==> src/rtl/pic_pkg.sv <==
// Shared constants for the interrupt controller: channel limits, trigger-mode encodings,
// and the default synchroniser depth.
package pic_pkg;

  localparam int   PIC_MAX_IRQ     = 32;
  localparam int   PIC_SYNC_STAGES = 2;
  localparam logic TRIG_EDGE       = 1'b0;
  localparam logic TRIG_LEVEL      = 1'b1;

endpackage

==> src/rtl/irq_sync.sv <==
// Multi-bit pin synchroniser with STAGES flops per bit, reset to zero.
// Latency is STAGES cycles. There is no backpressure; it samples every cycle.
module irq_sync #(
  parameter int WIDTH  = 8,
  parameter int STAGES = 2
) (
  input  logic             clk,
  input  logic             reset,
  input  logic [WIDTH-1:0] async_in,
  output logic [WIDTH-1:0] sync_out
);

  logic [STAGES-1:0][WIDTH-1:0] stage_q;
  logic [STAGES-1:0][WIDTH-1:0] stage_d;

  always_comb begin
    stage_d[0] = async_in;
    for (int i = 1; i < STAGES; i++) begin
      stage_d[i] = stage_q[i-1];
    end
  end

  always_ff @(posedge clk) begin
    if (reset) begin
      stage_q <= '0;
    end else begin
      stage_q <= stage_d;
    end
  end

  assign sync_out = stage_q[STAGES-1];

endmodule

==> src/rtl/irq_request_register_sync.sv <==
// Interrupt request register that takes per-channel edge or level triggers, with freeze and overrun flags.
// A pin reaches the output SYNC_STAGES+1 cycles later and a clear takes 1 cycle; there is no backpressure.
module irq_request_register_sync
  import pic_pkg::*;
#(
  parameter int NUM_IRQ     = 8,
  parameter int SYNC_STAGES = PIC_SYNC_STAGES
) (
  input  logic               clk,
  input  logic               reset,
  input  logic [NUM_IRQ-1:0] ir_req_pin,
  input  logic [NUM_IRQ-1:0] trigger_mode,
  input  logic [NUM_IRQ-1:0] clear_ir_line,
  input  logic               freeze,
  input  logic [NUM_IRQ-1:0] clear_overrun,
  output logic [NUM_IRQ-1:0] interrupt_req_reg,
  output logic [NUM_IRQ-1:0] overrun
);

  logic [NUM_IRQ-1:0] sync_q;

  irq_sync #(
    .WIDTH  (NUM_IRQ),
    .STAGES (SYNC_STAGES)
  ) u_irq_sync (
    .clk      (clk),
    .reset    (reset),
    .async_in (ir_req_pin),
    .sync_out (sync_q)
  );

  for (genvar g = 0; g < NUM_IRQ; g++) begin : g_ch
    logic prev_q, prev_d;
    logic edge_q, edge_d;
    logic irr_q, irr_d;
    logic ovf_q, ovf_d;
    logic rise, live;

    // prev_q tracks in both modes, so a level-to-edge switch with the pin high raises nothing.
    always_comb begin
      prev_d = sync_q[g];
      rise   = sync_q[g] & ~prev_q;
      edge_d = 1'b0;
      live   = 1'b0;
      ovf_d  = ovf_q & ~clear_overrun[g];
      if (trigger_mode[g] == TRIG_LEVEL) begin
        live = sync_q[g] & ~clear_ir_line[g];
      end else begin
        edge_d = (edge_q & ~clear_ir_line[g]) | rise;
        live   = edge_d;
        ovf_d  = ovf_d | (rise & edge_q & ~clear_ir_line[g]);
      end
      irr_d = freeze ? (irr_q & ~clear_ir_line[g]) : live;
    end

    always_ff @(posedge clk) begin
      if (reset) begin
        prev_q <= 1'b0;
        edge_q <= 1'b0;
        irr_q  <= 1'b0;
        ovf_q  <= 1'b0;
      end else begin
        prev_q <= prev_d;
        edge_q <= edge_d;
        irr_q  <= irr_d;
        ovf_q  <= ovf_d;
      end
    end

    assign interrupt_req_reg[g] = irr_q;
    assign overrun[g]           = ovf_q;
  end

endmodule

==> config.mk <==
export PLATFORM = sky130hd
export DESIGN_NAME = irq_request_register_sync
export DESIGN_NICKNAME = d
export VERILOG_FILES = /design/src/rtl/pic_pkg.sv /design/src/rtl/irq_sync.sv /design/src/rtl/irq_request_register_sync.sv
export SDC_FILE = /design/constraint.sdc
export NUM_CORES = 1
export LEC_CHECK = 0
export CAP_MARGIN = 0
export CORE_MARGIN = 3
export CORE_UTILIZATION = 51
export CTS_CLUSTER_DIAMETER = 100
export DETAILED_ROUTE_END_ITERATION = 8
export MAX_ROUTING_LAYER = met4
export PLACE_DENSITY = 0.92
export SLEW_MARGIN = 20
export SYNTH_ARGS = -nofsm -noshare
export SYNTH_HDL_FRONTEND = slang
export SYNTH_HIERARCHICAL = 1
export SYNTH_SLANG_ARGS = --single-unit
export TNS_END_PERCENT = 50
==> constraint.sdc <==
create_clock -name clk -period 1.54 [get_ports clk]
set_input_delay 0.385 -clock clk [delete_from_list [all_inputs] [get_ports clk]]
set_output_delay 0.385 -clock clk [all_outputs]
set_load 0.01 [all_outputs]
==> results of run 1 <==
[routing by layer]
metal / up-vias / GRT usage, %
met1: 585 / 17.6
met4: 0 / 8.61
li1: 676 / -
met5: - / -
met2: 38 / 28.3
met3: 9 / 4.89
[cell usage in the layout, fill, tap and decap left out, drive strengths merged, types with 2 or more instances in the layout]
| cell | Yosys | final |
|---|---|---|
| dfxtp | 48 | 48 |
| clkdlybuf4s50 | 0 | 33 |
| nand2b | 25 | 25 |
| nor2b | 20 | 20 |
| dlygate4sd2 | 0 | 16 |
| nor2 | 12 | 12 |
| inv | 9 | 9 |
| a211oi | 8 | 8 |
| nand2 | 7 | 7 |
| clkbuf | 1 | 7 |
| buf | 20 | 7 |
| a21oi | 6 | 6 |
| o32a | 6 | 6 |
| and2b | 6 | 6 |
| o31a | 5 | 5 |
| a21o | 2 | 2 |
| mux2i | 2 | 2 |
| a221oi | 2 | 2 |
| o32ai | 2 | 2 |
[where the power goes]
part	internal (mW)	leakage, nW	switching (mW)
combinational	0.146	0.510	0.0888
clock	0.572	0.0645	0.383
sequential	1.28	0.392	0.0150
[sequential cells by signal, summed over array words and instances (netlist names)]
| register | count |
|---|---|
| g_ch.prev_q | 8 |
| g_ch.edge_q | 8 |
| g_ch.ovf_q | 8 |
| u_irq_sync/sync_out | 8 |
| u_irq_sync/stage_d | 8 |
| g_ch.irr_q | 8 |
[cell families after synthesis]
kind of cell / Yosys count / synth area share (%)
and+or+nand+nor: 70 / 22.3
muxes: 2 / 1.06
buffers and inverters: 30 / 10.0
AOI/OAI and AO/OA: 33 / 15.9
DFF: 48 / 50.7
[area by class of cell]
class | instances | area (sq um) | share of cell area [%]
sequential | 48 | 961 | 39.1
multi-input combinational | 105 | 744 | 30.3
timing repair buffer | 56 | 533 | 21.7
clock buffer | 7 | 96.3 | 3.92
tap | 46 | 57.6 | 2.34
inverter | 9 | 33.8 | 1.38
clock inverter | 1 | 30.0 | 1.22
[synth_stat cells]
master,instances
a211oi_2,6
inv_1,9
buf_2,2
o41ai_2,1
a211oi_1,2
nand2b_1,25
buf_4,16
and2b_2,6
dfxtp_1,48
o221a_1,1
nor2b_2,7
nor2b_1,13
clkbuf_1,1
o32ai_1,2
o31a_1,5
nand2_1,7
nor2_1,12
a21oi_1,6
a221oi_1,2
a21o_1,2
mux2i_1,2
buf_6,2
o32a_1,6
[worst max path at each step]
stage                        startpoint                  endpoint  slack [ns]
2_1_floorplan                     reset  g_ch[4].irr_q$_SDFF_PP0_        0.54
3_3_place_gp                     freeze  g_ch[5].irr_q$_SDFF_PP0_        0.01
3_5_place_dp            trigger_mode[0]  g_ch[0].irr_q$_SDFF_PP0_       -0.02
4_1_cts        g_ch[2].irr_q$_SDFF_PP0_      interrupt_req_reg[2]        0.23
5_1_grt                 trigger_mode[0]  g_ch[0].irr_q$_SDFF_PP0_        0.15
6_report       g_ch[2].irr_q$_SDFF_PP0_      interrupt_req_reg[2]        0.24
[timing repair]
action	4_1_cts	5_1_grt
setup endpoints to repair	16	0
buffers inserted	0	0
gates resized for setup	16	0
hold endpoints to repair	0	0
[through the flow]
| stage | TNS, ns | area, sq um |
|---|---|---|
| floorplan | 0 | 1900 |
| detailed placement | -0.0458 | 2350 |
| global placement | 0 | 2350 |
| finish | 0 | 2460 |
| global route | 0 | 2460 |
| CTS | 0 | 2460 |
==> results.toml, run 1 <==
[detailed_routing]
wl_met2_um = 1540
wl_met1_um = 1420
routedWlPerCell_um = 11.9
remaining_drc_errors = 0
antenna_left = 0
via_count = 1308
drt-initial-drc-count = 39
maxUsedRoutingLayer = "met4"
wl_met3_um = 177
viasPerCell = 4.81
drt_first_pass_iters = 4
drt-total-wl_um = 3230

[timing]
finalSetupViolCount = 0
final-max-slew-violation-count = 0
finalHoldViolations = 0
rsz0062_at_grt = "false"
worst_pin_slew_ns = 0.260
fin_ws_ns = 0.242
fmax_mhz = 771
relSlewSlack_pct = 82.7
hold_slack_ns = 0.433
fin_skew_ns = 0.00367
post-route-period-util_pct = 84.3
post-route-min-period_ns = 1.30

[final_layout]
stdcell_count = 272
post-route-util_pct = 70.8
area_growth_syn_to_layout_pct = 29.6
final_layout_size_suffix_gt1_share_pct = 15.5
nNetsFinal = 260
antenna_cells = 0
fillerInstances = 278

[min_path]
hold-path-cell-count = 2
min_path_type = "in -> reg"
hold_start = "reset"
min_to = "g_ch[7].prev_q$_SDFF_PP0_"

[floorplanning]
io_pins = 51
start_util_pct = 54.7
die_w_um = 67.0
core_area_sq_um = 3470
fp.dieH_um = 67.0
num_rows = 21
dieArea_sq_um = 4480

[setup_path]
ff2ff_setup_slack_ns = 0.57
path_cells = "dlygate4sd2_1"
required_ns = 1.15
end_kind = "output pin"
cp.arrival_ns = 0.91
critPathTopFamily = "flip-flops"
cp-start-kind = "register"
crit_slowest_cell = "dfxtp_1"
crit_buf_inv = 1
reg2reg_depth = 3
cp_num_cells = 1
r2r-end = "g_ch[4].irr_q$_SDFF_PP0_"
crit_type = "reg -> out"
cp_max_fo = 2
timing.rr.start = "g_ch[4].prev_q$_SDFF_PP0_"
slowest_delay_ns = 0.33

[grt]
grt_usage_pct = 16.7
grt_pass1_wl_um = 5470
grt_max_degree = 27
antenna_found_initial = 0
grt-ovfl-total = 0
grt_pass1_vias = 1318

[synthesis]
yosysTopAreaCell = "dfxtp_1"
seq_area_frac_synth_pct = 50.7
yosysWarnings = 6
netlist_instances = 183
ys_types = 23
synth_area_per_cell_sq_um = 10.4
synth_nets = 218
netlist_top_cells_area = "dfxtp_1 51%, nand2b_1 8.3%, buf_4 6.3%"
mappedNetlistArea_sq_um = 1900
ys_ff_latch = 48
synth_top_area_share_pct = 50.7

[placement]
placed_cells = 264
hpwl_um = 2450
gp_congestion = 0.761
port_buffers = 50
dp_slack_ns = -0.0203

[pwr]
p_leak_nw = 0.967
p_per_area_nw_per_um2 = 1010
power.total_mw = 2.48
ir_worst_vdd_mv = 0.604

[clock_tree]
path_clk_slew_ns = 0.08
hold_buffers = 0
cts_max_path_buffers = 2
numCtsBuffers = 5
cts.sinks = 48
cts_tree = "built"
ctsHtreeMaxLevel = 2
worst_skew_pair.late_latency_ns = 0.29
cts-root-buf = "clkbuf_8"

[run_status]
status = "finished, final reports clean"

[run]
maxCapViolCount = 0
(Power assumes the default switching activity.)
==> inputs of run 2 (changes only) <==
--- a/config.mk
+++ b/config.mk
@@ -7,11 +7,11 @@
 export LEC_CHECK = 0
 export CAP_MARGIN = 0
 export CORE_MARGIN = 3
-export CORE_UTILIZATION = 51
+export CORE_UTILIZATION = 43
 export CTS_CLUSTER_DIAMETER = 100
 export DETAILED_ROUTE_END_ITERATION = 8
 export MAX_ROUTING_LAYER = met4
-export PLACE_DENSITY = 0.92
+export PLACE_DENSITY = 0.83
 export SLEW_MARGIN = 20
 export SYNTH_ARGS = -nofsm -noshare
 export SYNTH_HDL_FRONTEND = slang
==> constraint.sdc (replaced) <==
create_clock -name clk -period 1.1 [get_ports clk]
set_input_delay 0.275 -clock clk [delete_from_list [all_inputs] [get_ports clk]]
set_output_delay 0.275 -clock clk [all_outputs]
set_load 0.01 [all_outputs]
==> run 2 against run 1 <==
Against the previous run: flip-flop and latch count is the same; count of clock-buffer cells in the layout shrank 1; highest routed layer unchanged; non-clock buffer count grew 15; core utilization shrank 9.7 points; clock skew is essentially flat; die area grew 17%; global-route usage shrank 2.3 points; routed wire length grew 6.1%; sequential power grew 41%; worst setup slack lost 0.23 ns.
==> results.toml, run 2 (same netlist as run 1, synthesis figures left out) <==
[placement]
gp_congestion = 0.749
hpwl_um = 2530
port_buffers = 50
dp_slack_ns = -0.358

[pwr]
p_leak_nw = 1.02
p_per_area_nw_per_um2 = 1250
ir_worst_vdd_mv = 0.666

[setup_path]
critPathTopFamily = "buffers and inverters"
end_kind = "register"
crit_buf_inv = 1
cp_max_fo = 2
cp.arrival_ns = 1.27
slowest_delay_ns = 0.50
crit_slowest_cell = "clkdlybuf4s50_1"
crit_type = "in -> reg"
path_cells = "clkdlybuf4s50_1 -> nand2b_4 -> a211oi_2 -> o31a_1"
cp-start-kind = "input port"
required_ns = 1.29

[floorplanning]
core_area_sq_um = 4120
num_rows = 23
start_util_pct = 46.1
io_pins = 51
die_w_um = 72.4
dieArea_sq_um = 5240
fp.dieH_um = 72.4

[detailed_routing]
wl_met2_um = 1700
remaining_drc_errors = 0
viasPerCell = 4.72
wl_met1_um = 1450
maxUsedRoutingLayer = "met4"
wl_met3_um = 190
routedWlPerCell_um = 11.8
drt_first_pass_iters = 4
antenna_left = 0
drt-total-wl_um = 3430
drt-initial-drc-count = 33
via_count = 1368

[final_layout]
nNetsFinal = 275
antenna_cells = 0
final_cell_mix = "37 x dfxtp_1, 27 x clkdlybuf4s50_1, 22 x nand2b_1"
final_layout_size_suffix_gt1_share_pct = 33.8
area_growth_syn_to_layout_pct = 32.6
layout_commonest_cell = "dfxtp_1"

[timing]
post-route-period-util_pct = 98.7
hold_slack_ns = 0.333
rsz0062_at_grt = "false"
fin_skew_ns = 0.00397
fmax_mhz = 921
finalSetupViolCount = 0
worst_pin_slew_ns = 0.264
post-route-min-period_ns = 1.09
fin_ws_ns = 0.0141
final-max-slew-violation-count = 0
relSlewSlack_pct = 82.2
finalHoldViolations = 0

[grt]
grt_pass1_vias = 1302
grt_usage_pct = 14.4
grt_pass1_wl_um = 5660
grt-ovfl-total = 0
antenna_found_initial = 0
grt_max_degree = 18

[clock_tree]
path_clk_slew_ns = 0.08
cts_max_path_buffers = 2
numCtsBuffers = 5
cts.sinks = 48
hold_buffers = 0
cts_tree = "built"
ctsHtreeMaxLevel = 2
worst_skew_pair.late_latency_ns = 0.30
cts-root-buf = "clkbuf_8"

[run_status]
status = "finished, final reports clean"

[run]
maxCapViolCount = 0

[min_path]
min_path_type = "in -> reg"
[run 2: cell count changes in the layout (fill, tap and decap cells not counted), moves of 2 or more]
cell,change
nand2b_1,-3
clkdlybuf4s50_1,-6
dfxtp_2,+11
buf_2,+16
dfxtp_1,-11
dlygate4sd2_1,-12
dlymetal6s2s_1,+2
clkbuf_8,-2
buf_4,+15
nand2b_4,+3
[run 2: per-stage QoR]
| step | area, sq um | TNS [ns] | instances | total power [mW] | utilization, % |
|---|---|---|---|---|---|
| 2_1_floorplan | 1900 | 0 | 183 | 2.00 | - |
| 3_3_place_gp | 2450 | -5.00 | 281 | 2.22 | 59.6 |
| 3_5_place_dp | 2450 | -5.56 | 281 | 2.23 | 59.6 |
| 4_1_cts | 2480 | -0.0277 | 289 | 3.17 | 60.2 |
| 5_1_grt | 2510 | 0 | 290 | 3.26 | 61.1 |
| 6_report | 2510 | 0 | 290 | 3.14 | 61.1 |
[run 2: repair_timing]
item                       CTS  global route
gates resized for setup     79             8
buffers inserted             1             1
pin swaps                    0             2
setup endpoints to repair   18             6
[run 2: worst min-delay path: stages]
cell	delay (ns)
dlymetal6s2s_1	0.14
a21o_1	0.10
a221oi_1	0.06
[run 2: path summary, 6_finish.rpt]
path	from	to	slack (ns)	cells after the start
max	clear_ir_line[1]	g_ch[1].irr_q$_SDFF_PP0_	0.01	4
min reg2reg	u_irq_sync/stage_d[12]$_SDFF_PP0_	u_irq_sync/sync_out[4]$_SDFF_PP0_	0.44	1
min	clear_ir_line[5]	g_ch[5].irr_q$_SDFF_PP0_	0.33	3
max reg2reg	u_irq_sync/sync_out[4]$_SDFF_PP0_	g_ch[4].irr_q$_SDFF_PP0_	0.04	3
[run 2: final cells by class]
class,count,area (sq um)
inverters,9,33.8
clock inverters,1,5.00
clock buffers,6,72.6
flip-flops and latches,48,975
well taps,50,62.6
repair buffers,71,586
multi-input cells,105,779
fillers,364,1600
[run 2: power breakdown]
group          total [mW]  internal (mW)  switching (mW)  leakage [nW]
combinational       0.363          0.229           0.134         0.585
clock               0.963          0.432           0.531        0.0410
sequential           1.82           1.79          0.0230         0.397
total                3.14           2.45           0.688          1.02
[run 2: routing by layer]
layer | vias to the layer above | track usage (%)
li1 | 708 | -
met1 | 623 | 16.4
met2 | 30 | 23.8
met3 | 7 | 2.91
met4 | 0 | 7.99
met5 | - | -
